## config.mk

```make
export PLATFORM = sky130hd
export DESIGN_NAME = serial_capture_buffer
export DESIGN_NICKNAME = d
export VERILOG_FILES = /design/src/rtl/serial_capture_buffer.sv
export SDC_FILE = /design/constraint.sdc
export NUM_CORES = 1
export LEC_CHECK = 0
export ABC_AREA = 0
export CAP_MARGIN = 20
export CORE_MARGIN = 3
export CORE_UTILIZATION = 25
export DETAILED_ROUTE_END_ITERATION = 10
export GPL_ROUTABILITY_DRIVEN = 1
export SETUP_SLACK_MARGIN = 0.5
export SYNTH_ARGS = -nofsm -noshare
export SYNTH_HDL_FRONTEND = slang
export SYNTH_SLANG_ARGS = --single-unit
```

## constraint.sdc

```tcl
create_clock -name sys_clk -period 1.5 [get_ports sys_clk]
set_clock_uncertainty 0.1 [all_clocks]
set_input_delay 0.225 -clock sys_clk [delete_from_list [all_inputs] [get_ports sys_clk]]
set_output_delay 0.225 -clock sys_clk [all_outputs]
set_load 0.01 [all_outputs]
```

## src/rtl/serial_capture_buffer.sv

```systemverilog
// Strobed serial capture buffer: 1/2/4 lanes, MSB- or LSB-first fill.
// Optional timeout enabled by defining SERIAL_CAPTURE_TIMEOUT_EN.
module serial_capture_buffer #(
   parameter int BUF_SIZE = 8,
   parameter int LANES = 1,
   parameter int LSB_FIRST = 0,
`ifdef SERIAL_CAPTURE_TIMEOUT_EN
   parameter int TIMEOUT_CYCLES = 1024,
`endif
   localparam int MAX_STROBES = BUF_SIZE / LANES,
   localparam int CTR_W = $clog2(MAX_STROBES + 1)
) (
   input  logic                sys_clk,
   input  logic                rst_n,
   input  logic                start,
   input  logic                abort,
   input  logic                read_sig,
   input  logic [LANES-1:0]    data_in,
   input  logic [CTR_W-1:0]    len,
   output logic [BUF_SIZE-1:0] data_out,
   output logic [CTR_W-1:0]    strobe_cnt,
   output logic                busy,
   output logic                done_sig,
   output logic                err
);

   typedef enum logic [1:0] {
      IDLE = 2'b01,
      READ = 2'b10
   } state_t;

   localparam logic [CTR_W-1:0] MAX_LEN = CTR_W'(MAX_STROBES);

   state_t             state, state_n;
   logic [BUF_SIZE-1:0] data_n;
   logic [CTR_W-1:0]   cnt_n;
   logic [CTR_W-1:0]   len_q, len_n;
   logic [CTR_W-1:0]   cnt_inc;
   logic               done_n;
   logic               err_n;

`ifdef SERIAL_CAPTURE_TIMEOUT_EN
   localparam int TMO_W = $clog2(TIMEOUT_CYCLES + 1);
   localparam logic [TMO_W-1:0] TMO_LAST = TMO_W'(TIMEOUT_CYCLES - 1);
   logic [TMO_W-1:0] tmo_q, tmo_n;
`endif

   assign busy    = (state == READ);
   assign cnt_inc = strobe_cnt + CTR_W'(1);

   // Next-state and next-register values for the capture FSM.
   always_comb begin
      state_n = state;
      data_n  = data_out;
      cnt_n   = strobe_cnt;
      len_n   = len_q;
      done_n  = done_sig;
      err_n   = err;
`ifdef SERIAL_CAPTURE_TIMEOUT_EN
      tmo_n   = tmo_q;
`endif
      case (state)
         IDLE: begin
            if (start && !abort) begin
               if (len == '0 || len > MAX_LEN)
                  len_n = MAX_LEN;
               else
                  len_n = len;
               data_n  = '0;
               cnt_n   = '0;
               done_n  = 1'b0;
               err_n   = 1'b0;
`ifdef SERIAL_CAPTURE_TIMEOUT_EN
               tmo_n   = '0;
`endif
               state_n = READ;
            end
         end
         READ: begin
            if (abort) begin
               state_n = IDLE;
            end else if (read_sig) begin
               if (LSB_FIRST != 0) begin
                  for (int i = 0; i < MAX_STROBES; i++)
                     if (strobe_cnt == CTR_W'(i))
                        data_n[i*LANES +: LANES] = data_in;
               end else begin
                  data_n = (data_out << LANES) | BUF_SIZE'(data_in);
               end
               cnt_n = cnt_inc;
`ifdef SERIAL_CAPTURE_TIMEOUT_EN
               tmo_n = '0;
`endif
               if (cnt_inc == len_q) begin
                  done_n  = 1'b1;
                  state_n = IDLE;
               end
            end
`ifdef SERIAL_CAPTURE_TIMEOUT_EN
            else if (tmo_q == TMO_LAST) begin
               err_n   = 1'b1;
               done_n  = 1'b0;
               state_n = IDLE;
            end else begin
               tmo_n = tmo_q + TMO_W'(1);
            end
`endif
         end
         default: begin
            state_n = IDLE;
            done_n  = 1'b0;
         end
      endcase
   end

   // State and capture registers; reset leaves a "completed" idle buffer.
   always_ff @(posedge sys_clk or negedge rst_n) begin
      if (!rst_n) begin
         state      <= IDLE;
         data_out   <= '0;
         strobe_cnt <= '0;
         len_q      <= MAX_LEN;
         done_sig   <= 1'b1;
         err        <= 1'b0;
      end else begin
         state      <= state_n;
         data_out   <= data_n;
         strobe_cnt <= cnt_n;
         len_q      <= len_n;
         done_sig   <= done_n;
         err        <= err_n;
      end
   end

`ifdef SERIAL_CAPTURE_TIMEOUT_EN
   // Idle-strobe counter for the READ timeout.
   always_ff @(posedge sys_clk or negedge rst_n) begin
      if (!rst_n)
         tmo_q <= '0;
      else
         tmo_q <= tmo_n;
   end
`endif

endmodule

```

* After elaboration in Yosys (flattened, before gate mapping)
Cells that the tools add are included.
** Word-level totals
- Output and inout bits :: 15
- Bits in read-only memories :: 0
- Memories :: 0
- Memory bits (writable) :: 0
- Latch bits :: 0
- Flip-flop bits (word level) :: 19
** Operators by class
- Magnitude comparators :: 1
- $mul :: 0
- Equality and inequality tests :: 9
- Add/subtract/negate cells :: 1
- Bitwise operators :: 1
- Shifts and indexed selects :: 0
- Mux-type cells :: 19
- Reductions and logical operators :: 9
- Divide/modulo/power cells :: 0
** Operators with widths (count)
- 2-to-1 mux 8 bit :: 3
- 2-to-1 mux 4 bit :: 4
- case mux 8 bit (2 select lines) :: 1
- 2-to-1 mux 2 bit :: 4
- OR 8 x 1 -> 8 bit :: 1
- case mux 4 bit (2 select lines) :: 1
- AND reduction 4 bit :: 2
- inequality test 2 bit (second input constant) :: 3
- adder 4 x 1 -> 4 bit (second input constant) :: 1
- equality test 4 bit :: 1
- > comparator 4 bit (second input constant) :: 1
- logical NOT 4 bit :: 1
- 2-to-1 mux 1 bit :: 4
- case mux 2 bit (2 select lines) :: 1
- inequality test 3 x 2 -> 1 bit (second input constant) :: 1
- inequality test 3 bit (second input constant) :: 1
- AND reduction 3 bit :: 1
- equality test 2 x 1 -> 1 bit (second input constant) :: 1
- equality test 2 bit (second input constant) :: 1
- inequality test 2 x 1 -> 1 bit (second input constant) :: 1
- case mux 1 bit (2 select lines) :: 1
- AND reduction 2 bit :: 1
- nonzero test 2 bit :: 1
- logical AND 1 bit :: 1
- 2 further kinds :: 2

* Depth between registers and ports, before layout
Gate-level depths: netlist of the first run.
- Depth after elaboration :: 6
- Mapped depth :: 5
- Mapped depth without buffers :: 5

* Worst setup path before layout of the first run
No wires, ideal clock.
- Kind :: register -> register
- Start point :: register strobe_cnt[0]
- End point :: register state[1]
- Cell stages (with the launch flop) :: 6
- Clock period less this slack :: 1541 ps
- Setup time :: 119 ps
- Buffers on the path :: 0
- Arrival time :: 1323 ps
- Slack :: -41 ps
- Path through :: dfrtp_1 ha_1 xor2_1 nor2_1 nand4_1 a21bo_1
** Between the ends
- Cells in the longest elaborated chain, start to end :: 4
** RTL lines
- from (decl) :: RTL line 21 : output logic [CTR_W-1:0] strobe_cnt,
- from (signal assigned) :: RTL line 128 : strobe_cnt <= cnt_n;
- adder 4 x 1 -> 4 bit :: RTL line 49 : assign cnt_inc = strobe_cnt + CTR_W'(1);
- equality test 4 bit :: RTL line 94 : if (cnt_inc == len_q) begin
- inequality test 3 x 2 -> 1 bit (no source line)
- AND reduction 3 bit (no source line)
- to (signal assigned) :: RTL line 126 : state <= state_n;
- to (decl) :: RTL line 34 : state_t state, state_n;
Every way passes these cells.
A chain may end at the register's enable or synchronous reset.

* Worst setup path in the final report of the first run
- Start point :: register state[0]
- End point :: register data_out[2]
** Between the ends
- Cells in the longest elaborated chain, start to end :: 3
- Elaborated cells between the ends (all ways) :: 8
** RTL lines
- equality test 2 x 1 -> 1 bit / equality test 2 bit (equally long branches) :: RTL line 62 : case (state)
- inequality test 2 bit (no source line) / nonzero test 2 bit (equally long branches)
- AND reduction 4 bit (no source line)
- to (signal assigned) :: RTL line 127 : data_out <= data_n;
- to (decl) :: RTL line 20 : output logic [BUF_SIZE-1:0] data_out,
Parallel ways exist; a longest one is shown, timed or not.

==> impl_metrics.ini, run 1 <==
[run_status]
status = complete, no violations

[routing]
postRouteAntennaNets = 0
wl_per_cell_microns = 12.2
drcViolationCount = 0
routed_wirelength_microns = 2320
vias = 814
firstDrtPassIters = 3
first_iter_violations = 19
post_drt_via_cell_ratio = 4.28

[logic_synthesis]
synth_warnings = 0
netlist_top_cells_count = 22 x nand2_1, 16 x dfrtp_1, 11 x o21ai_1
synth_ff_type = dfrtp_1
netlist_instances = 94
synth_fp_nets = 105
postSynthAreaPerCell_sq_um = 9.76
yosysTopAreaCell = dfrtp_1
synth_cell_types = 27
syn_area_sq_um = 917
synth_area_leaders = dfrtp_1 44%, nand2_1 9.0%, dfstp_2 8.6%
synth_top_area_share_pct = 43.7
synth.most_common_cell = nand2_1
yosysSeqAreaShare_pct = 52.3
ys_ff_latch = 19
synth_edf_count = 0
ys_async_sr_fraction_pct = 100

[die]
die_area_sq_um = 4430
start_util_pct = 26.6
io_pins = 25
die-height_microns = 66.6
rows = 21
core_area_sq_um = 3440
die_w_microns = 66.6

[critical_path]
worstPathRequired_ps = 1550
end_kind = flip-flop
path_class = reg -> reg
startpoint_type = flip-flop
crit_fanout = 7
cp_data_arrival_time_ps = 1530

[grt]
grt_antenna_before_repair = 0
grt_max_degree = 20
grt_pass1_vias = 799
groute.usage.overall_pct = 11.2
grt-ovfl-total = 0
grt_pass1_wl_microns = 3660

[worst_hold_path]
holdCritPathClass = in -> async

[pwr]
total_power_uw = 1160
p_int_uw = 865
pwr-share-seq_pct = 49.1
p_clk_share_pct = 30.5
switching_share_pct = 25.3
switchingPower_uw = 294
ir_worst_vdd_v = 0.000360
combPwrFrac_pct = 20.4
p_leak_uw = 0.000721
powerDensity_nw_per_um2 = 751

[place]
port_buffers = 23
dp_hpwl_microns = 1530
finalWeightedCongestion = 0.768
place_ws_ps = -144

[clocking]
cts_buffers = 3
insertion_delay_ps = 250
cts_buffer_depth = 2
cts.sinks = 19
cts_tree = built
cts_root_buf = clkbuf_8
h-tree-depth = 1
cts.clk_slew.worst_paths_ps = 70

[timing]
layout_setup_ws_ps = 10.8
fmax_ghz = 0.672
finalCriticalPeriod_ps = 1490
rsz0062_at_grt = yes
finalSetupViolCount = 0
slew_viol_final = 0
finalHoldViolCount = 0
period_share_pct = 99.3

[cells_and_area]
drive_above_1_share_pct = 52.1
diodes = 0
nets = 156
areaGrowthSynthToFinish_pct = 68.2
fill_cells = 330
regArea_sq_um = 482
multiInputGateArea_sq_um = 517

[flow_run]
max_cap_violations = 0
==> cell usage in the layout, fill, tap and decap left out, types with 4 or more instances in the layout <==
cell type,count
o21ai_1,8
o21ai_2,9
nand2_1,10
buf_6,10
nand2_2,9
dfrtp_1,14
buf_2,10
nand2b_1,4
clkdlybuf4s50_1,9
buf_4,19
==> critical path: stages (launching register included) <==
cell and delay, ps:
dfstp_2 540, buf_6 100, nand3b_1 90, a21o_4 280, clkbuf_16 170, nand2_2 50
o21ai_1 50
==> power groups by stage <==
stage	sequential (uW)	clock [uW]	combinational [uW]
after floorplan	574	0	94.3
after global placement	576	0	161
after detailed placement	578	0	166
after CTS	566	369	191
after global routing	572	389	257
final	569	353	236
==> sequential cells by signal, indices dropped and copies added, names as in the netlist <==
name	count
data_out	8
done_sig	1
len_q	4
state	2
strobe_cnt	4
==> layer usage <==
layer,vias up,share of wire (%),GRT usage [%]
met5,-,0,0
met4,0,1.6,4.57
met3,2,3.5,2.53
met2,15,49,19.8
met1,380,46,12.8
li1,417,-,-
==> cell type report <==
type                            instances  area share, %
Multi-Input combinational cell         71           33.5
Sequential cell                        19           31.2
Timing Repair Buffer                   50           28.5
Tap cell                               46           3.73
Clock buffer                            3           2.68
Clock inverter                          1          0.324
==> metrics by stage <==
stage          std cells  hold WS, ps  TNS, ps  area [sq um]  util [%]
2_1_floorplan         94         -171        0           950         -
3_5_place_dp         165          378    -1120          1260      36.5
4_1_cts              182          213        0          1380      40.0
5_1_grt              190          228     -270          1540      44.8
3_3_place_gp         165          378     -794          1260      36.5
6_report             190          204        0          1540      44.8
==> repair_timing <==
item | in CTS | in global routing
hold endpoints to repair | 0 | 0
buffers inserted | 13 | 6
gates resized for setup | 61 | 32
pin swaps | 2 | 11
setup endpoints to repair | 33 | 33
hold buffers | 0 | 0
gates cloned | 0 | 2
==> final timing paths <==
kind / startpoint / to / slack (ps) / depth (start not counted)
max in group asynchronous: rst_n / done_sig / 830 / 2
hold reg to reg: len_q[3] / len_q[3] / 390 / 2
hold / removal: rst_n / strobe_cnt[3] / 200 / 2
setup reg to reg: state[0] / data_out[2] / 10 / 6
setup / recovery: state[0] / data_out[2] / 10 / 6
min in group sys_clk: len_q[3] / len_q[3] / 390 / 2
==> cells by family (layout without fill, tap and decap cells) <==
group / after synthesis / after routing / synth area share [%]
flops: 19 / 19 / 52.3
compound gates: 22 / 22 / 13.6
fa+ha+maj: 1 / 1 / 1.36
simple gates: 41 / 41 / 22.6
xor+xnor: 6 / 6 / 7.23
other cells: 1 / 1 / 0.409
buf+inv: 4 / 54 / 2.46
No activity file was read; power rests on OpenSTA's default activity.
==> run 2, diff against run 1 <==
GPL_TIMING_DRIVEN = 0   (was unset)
MAX_ROUTING_LAYER = met4   (was unset)
PLACE_DENSITY = 0.6   (was unset)
==> impl_metrics.ini, run 2 (synthesized netlist as in run 1, its figures left out) <==
[run_status]
status = complete, but fails checks
violations = negative hold slack, negative setup slack

[critical_path]
reg2reg_from = state[0]
rr_worst_depth = 5
path_class = reg -> reg
crit_fanout = 5
worstPathRequired_ps = 1540
r2r-end = data_out[7]
cp_data_arrival_time_ps = 1570
reg2reg_slack_ps = -20
critPathLaunch = state[0]
end_kind = flip-flop
startpoint_type = flip-flop

[timing]
finalCriticalPeriod_ps = 1520
finalHoldViolCount = 16
fmax_ghz = 0.657
timing.setup.tns_ps = -44.0
period_share_pct = 101
slew_viol_final = 0
finalSetupViolCount = 3
hold_ws_ps = -191
rsz0062_at_grt = yes
layout_setup_ws_ps = -22.4

[cells_and_area]
final_util_pct = 42.9
regMostFlops = data_out
areaGrowthSynthToFinish_pct = 61.1
diodes = 0
layout_commonest_cell = buf_4
drive_above_1_share_pct = 50.0
final_cell_mix = 17 x buf_4, 14 x dfrtp_1, 11 x buf_6, 11 x nand2_1, 11 x buf_2
nets = 154
design_area_sq_um = 1480
largest_reg_flops = 8
reg.largest.list = data_out: 8 flops, len_q: 4 flops, strobe_cnt: 4 flops
layout.cells.non_filler = 188

[routing]
postRouteAntennaNets = 0
firstDrtPassIters = 4
first_iter_violations = 21
wl_per_cell_microns = 13.2
routed_wirelength_microns = 2480
vias = 840
post_drt_via_cell_ratio = 4.47
drcViolationCount = 0

[clocking]
cts.clk_slew.worst_paths_ps = 70
cts_buffers = 3
insertion_delay_ps = 250
cts.sinks = 19
cts_tree = built
h-tree-depth = 1
cts_buffer_depth = 2
cts_hold_buf = 0
cts_root_buf = clkbuf_8

[grt]
grt_antenna_before_repair = 0
grt_pass1_wl_microns = 3900
groute.usage.overall_pct = 11.9
grt_pass1_vias = 870
grt_max_degree = 20
grt-ovfl-total = 0

[flow_run]
max_cap_violations = 0

[place]
finalWeightedCongestion = 0.778
place_inst = 163
port_buffers = 23
dp_hpwl_microns = 1490
place_area_sq_um = 1240

[die]
rows = 21
start_util_pct = 26.6
io_pins = 25
die-height_microns = 66.6
die_area_sq_um = 4430
die_w_microns = 66.6
core_area_sq_um = 3440

[worst_hold_path]
holdCritPathClass = in -> async

[pwr]
ir_worst_vdd_v = 0.000237
powerDensity_nw_per_um2 = 773
p_leak_uw = 0.000692
## run 2: cell types whose count changed in the layout (fill, tap and decap cells not counted), moves of 2 or more
cell / delta
o21ai_1: +2
buf_4: -2
o21ai_2: -2
clkdlybuf4s50_1: -2
## run 2: what timing repair did
action                                  CTS  global route
pin swaps                                 6             9
buffers inserted                         14             5
endpoints found under the hold margin     0            16
endpoints found under the setup margin   52            35
resized for setup                        67            27
gates cloned                              2             0
## run 2: power by group
part           internal [uW]  switching (uW)
Sequential               544            24.7
Clock                    184             168
Combinational            123            97.6
## run 2: layout make-up
type	count	area (sq um)
timing repair buffer	44	349
buffer	4	41.3
clock inverter	1	5.00
clock buffer	3	41.3
tap	46	57.6
fill	340	1960
sequential	19	482
multi-input combinational	71	502
## run 2: how the worst max path moves through the flow
stage               endpoint  cells past startpoint
2_1_floorplan       state[1]                      5
3_3_place_gp     data_out[7]                      5
3_5_place_dp        len_q[1]                      5
4_1_cts             state[1]                      5
5_1_grt        strobe_cnt[2]                      6
6_report         data_out[7]                      5
## run 2: per-layer routing
| layer | vias up | share of wire (%) | routed length [microns] | GRT usage, % |
|---|---|---|---|---|
| met5 | - | 0 | 0 | - |
| met4 | 0 | 1.4 | 34 | 6.09 |
| met3 | 2 | 2.8 | 69 | 1.69 |
| met2 | 17 | 53 | 1310 | 19.3 |
| met1 | 406 | 43 | 1060 | 14.5 |
| li1 | 415 | - | - | - |
## run 2: per-stage QoR
stage          worst slack, ps  total power [uW]
6_report                 -22.4              1140
5_1_grt                  -97.1              1210
4_1_cts                   3.34              1120
3_5_place_dp              -204               734
3_3_place_gp              -184               732
2_1_floorplan              106               668
## run 2: worst max-delay path, cell delays in order, from the launching register on
cell	delay, ps
dfstp_2	550
buf_6	100
nand3b_1	80
a21o_4	250
buf_6	140
a32o_1	190
==> run 3, diff against run 2 <==
CORE_ASPECT_RATIO = 1.5   (was unset)
==> impl_metrics.ini, run 3 (synthesized netlist as in run 1, its figures left out) <==
[run_status]
status = complete, no violations

[clocking]
insertion_delay_ps = 260
cts_hold_buf = 0
cts_tree = built
h-tree-depth = 1
cts_buffer_depth = 2
cts.sinks = 19
cts_root_buf = clkbuf_8
cts.clk_slew.worst_paths_ps = 80
cts_buffers = 3

[pwr]
p_leak_uw = 0.000671
powerDensity_nw_per_um2 = 774
ir_worst_vdd_v = 0.000471

[die]
die_w_microns = 55.5
rows = 26
die_area_sq_um = 4450
core_area_sq_um = 3480
start_util_pct = 26.3
die-height_microns = 80.2
io_pins = 25

[routing]
postRouteAntennaNets = 0
wl_met3_microns = 114
wl_met1_microns = 893
firstDrtPassIters = 2
vias = 834
drcViolationCount = 0
dr_wl_met2_microns = 1180
wl_per_cell_microns = 12.1
post_drt_via_cell_ratio = 4.56
topRoutingLayerUsed = met4
routed_wirelength_microns = 2210
first_iter_violations = 8

[critical_path]
end_kind = flip-flop
path_class = reg -> reg
crit_fanout = 3
reg2reg_from = strobe_cnt[2]
startpoint_type = flip-flop
r2r-end = state[1]
rr_worst_depth = 5
worstPathRequired_ps = 1560
cp_data_arrival_time_ps = 1560
reg2reg_slack_ps = 0.4

[grt]
grt_pass1_wl_microns = 3730
grt_antenna_before_repair = 0
grt_max_degree = 20
grt-ovfl-total = 0
grt_pass1_vias = 854
groute.usage.overall_pct = 10.8

[timing]
worst_pin_slew_ps = 852
slew_headroom_pct = 43.2
finalHoldViolCount = 0
finalSetupViolCount = 0
period_share_pct = 100
fmax_ghz = 0.667
finalCriticalPeriod_ps = 1500
rsz0062_at_grt = yes
timing.setup.tns_ps = 0
slew_viol_final = 0

[place]
port_buffers = 23
finalWeightedCongestion = 0.773
dp_hpwl_microns = 1540
place_inst = 159

[cells_and_area]
areaGrowthSynthToFinish_pct = 59.6
multiInputGateArea_sq_um = 457
fill_cells = 357
regArea_sq_um = 482
regMostFlops = data_out
layout_commonest_cell = nand2_1
layout.cells.non_filler = 183
diodes = 0
drive_above_1_share_pct = 40.4
largest_reg_flops = 8
final_cell_mix = 18 x nand2_1, 17 x buf_6, 15 x buf_4
reg.largest.list = data_out: 8 flops, len_q: 4 flops, strobe_cnt: 4 flops
nets = 153

[flow_run]
max_cap_violations = 0

[worst_hold_path]
holdCritPathClass = in -> async
run 3: cell count changes in the layout (fill, tap and decap cells not counted), sizes merged:
cell           previous run  this run
clkinvlp                  0         1
clkdlybuf4s50             7         8
clkdlybuf4s15             0         1
clkinv                    1         0
buf                      39        38
clkbuf                    4         3
dlygate4sd2               1         0
run 3: worst max-delay path: stages, from the launching register on:
cell     delay (ps)
dfrtp_1         410
buf_4           150
and3_4          170
xnor3_1         210
nand4_1         160
a21bo_1         200
run 3: area by class of cell:
class / count / area share (%)
flip-flops and latches: 19 / 32.9
multi-input cells: 71 / 31.2
well taps: 42 / 3.59
clock buffers: 3 / 2.82
repair buffers: 43 / 26.2
clock inverters: 1 / 0.513
plain buffers: 4 / 2.82
run 3: metrics by stage:
step / power, uW / hold slack (ps) / worst slack, ps / utilization, % / instance area (sq um)
finish: 1130 / 44.1 / 0.383 / 42.1 / 1460
global route: 1180 / 101 / -53.9 / 42.1 / 1460
CTS: 1120 / 119 / -8.38 / 39.5 / 1380
detailed placement: 737 / 379 / -174 / 35.4 / 1230
global placement: 732 / 375 / -153 / 35.4 / 1230
floorplan: 668 / -171 / 106 / - / 950
run 3: repair_timing:
item                       4_1_cts  5_1_grt
setup buffers                   15        5
pin swaps                        3        2
gates resized for setup         69       13
setup endpoints to repair       52       35
run 3: routing by layer:
metal | vias up | global-route usage (%)
met2 | 22 | 19.9
met4 | 0 | 4.14
met3 | 3 | 1.93
li1 | 408 | -
met1 | 401 | 11.3
met5 | - | -
run 3: worst max path at each step:
stage | from | endpoint | slack (ps) | depth (start not counted)
CTS | strobe_cnt[1] | state[1] | -8 | 5
global route | strobe_cnt[1] | state[1] | -50 | 5
floorplan | strobe_cnt[1] | state[1] | 110 | 5
finish | strobe_cnt[2] | state[1] | 0.4 | 5
detailed placement | state[1] | busy | -170 | 3
global placement | read_sig | data_out[7] | -150 | 5
run 3: power breakdown:
part	switching, uW	total, uW	internal, uW
clock network	185	372	188
logic	83.0	191	108
registers	25.2	570	544
total	293	1130	840
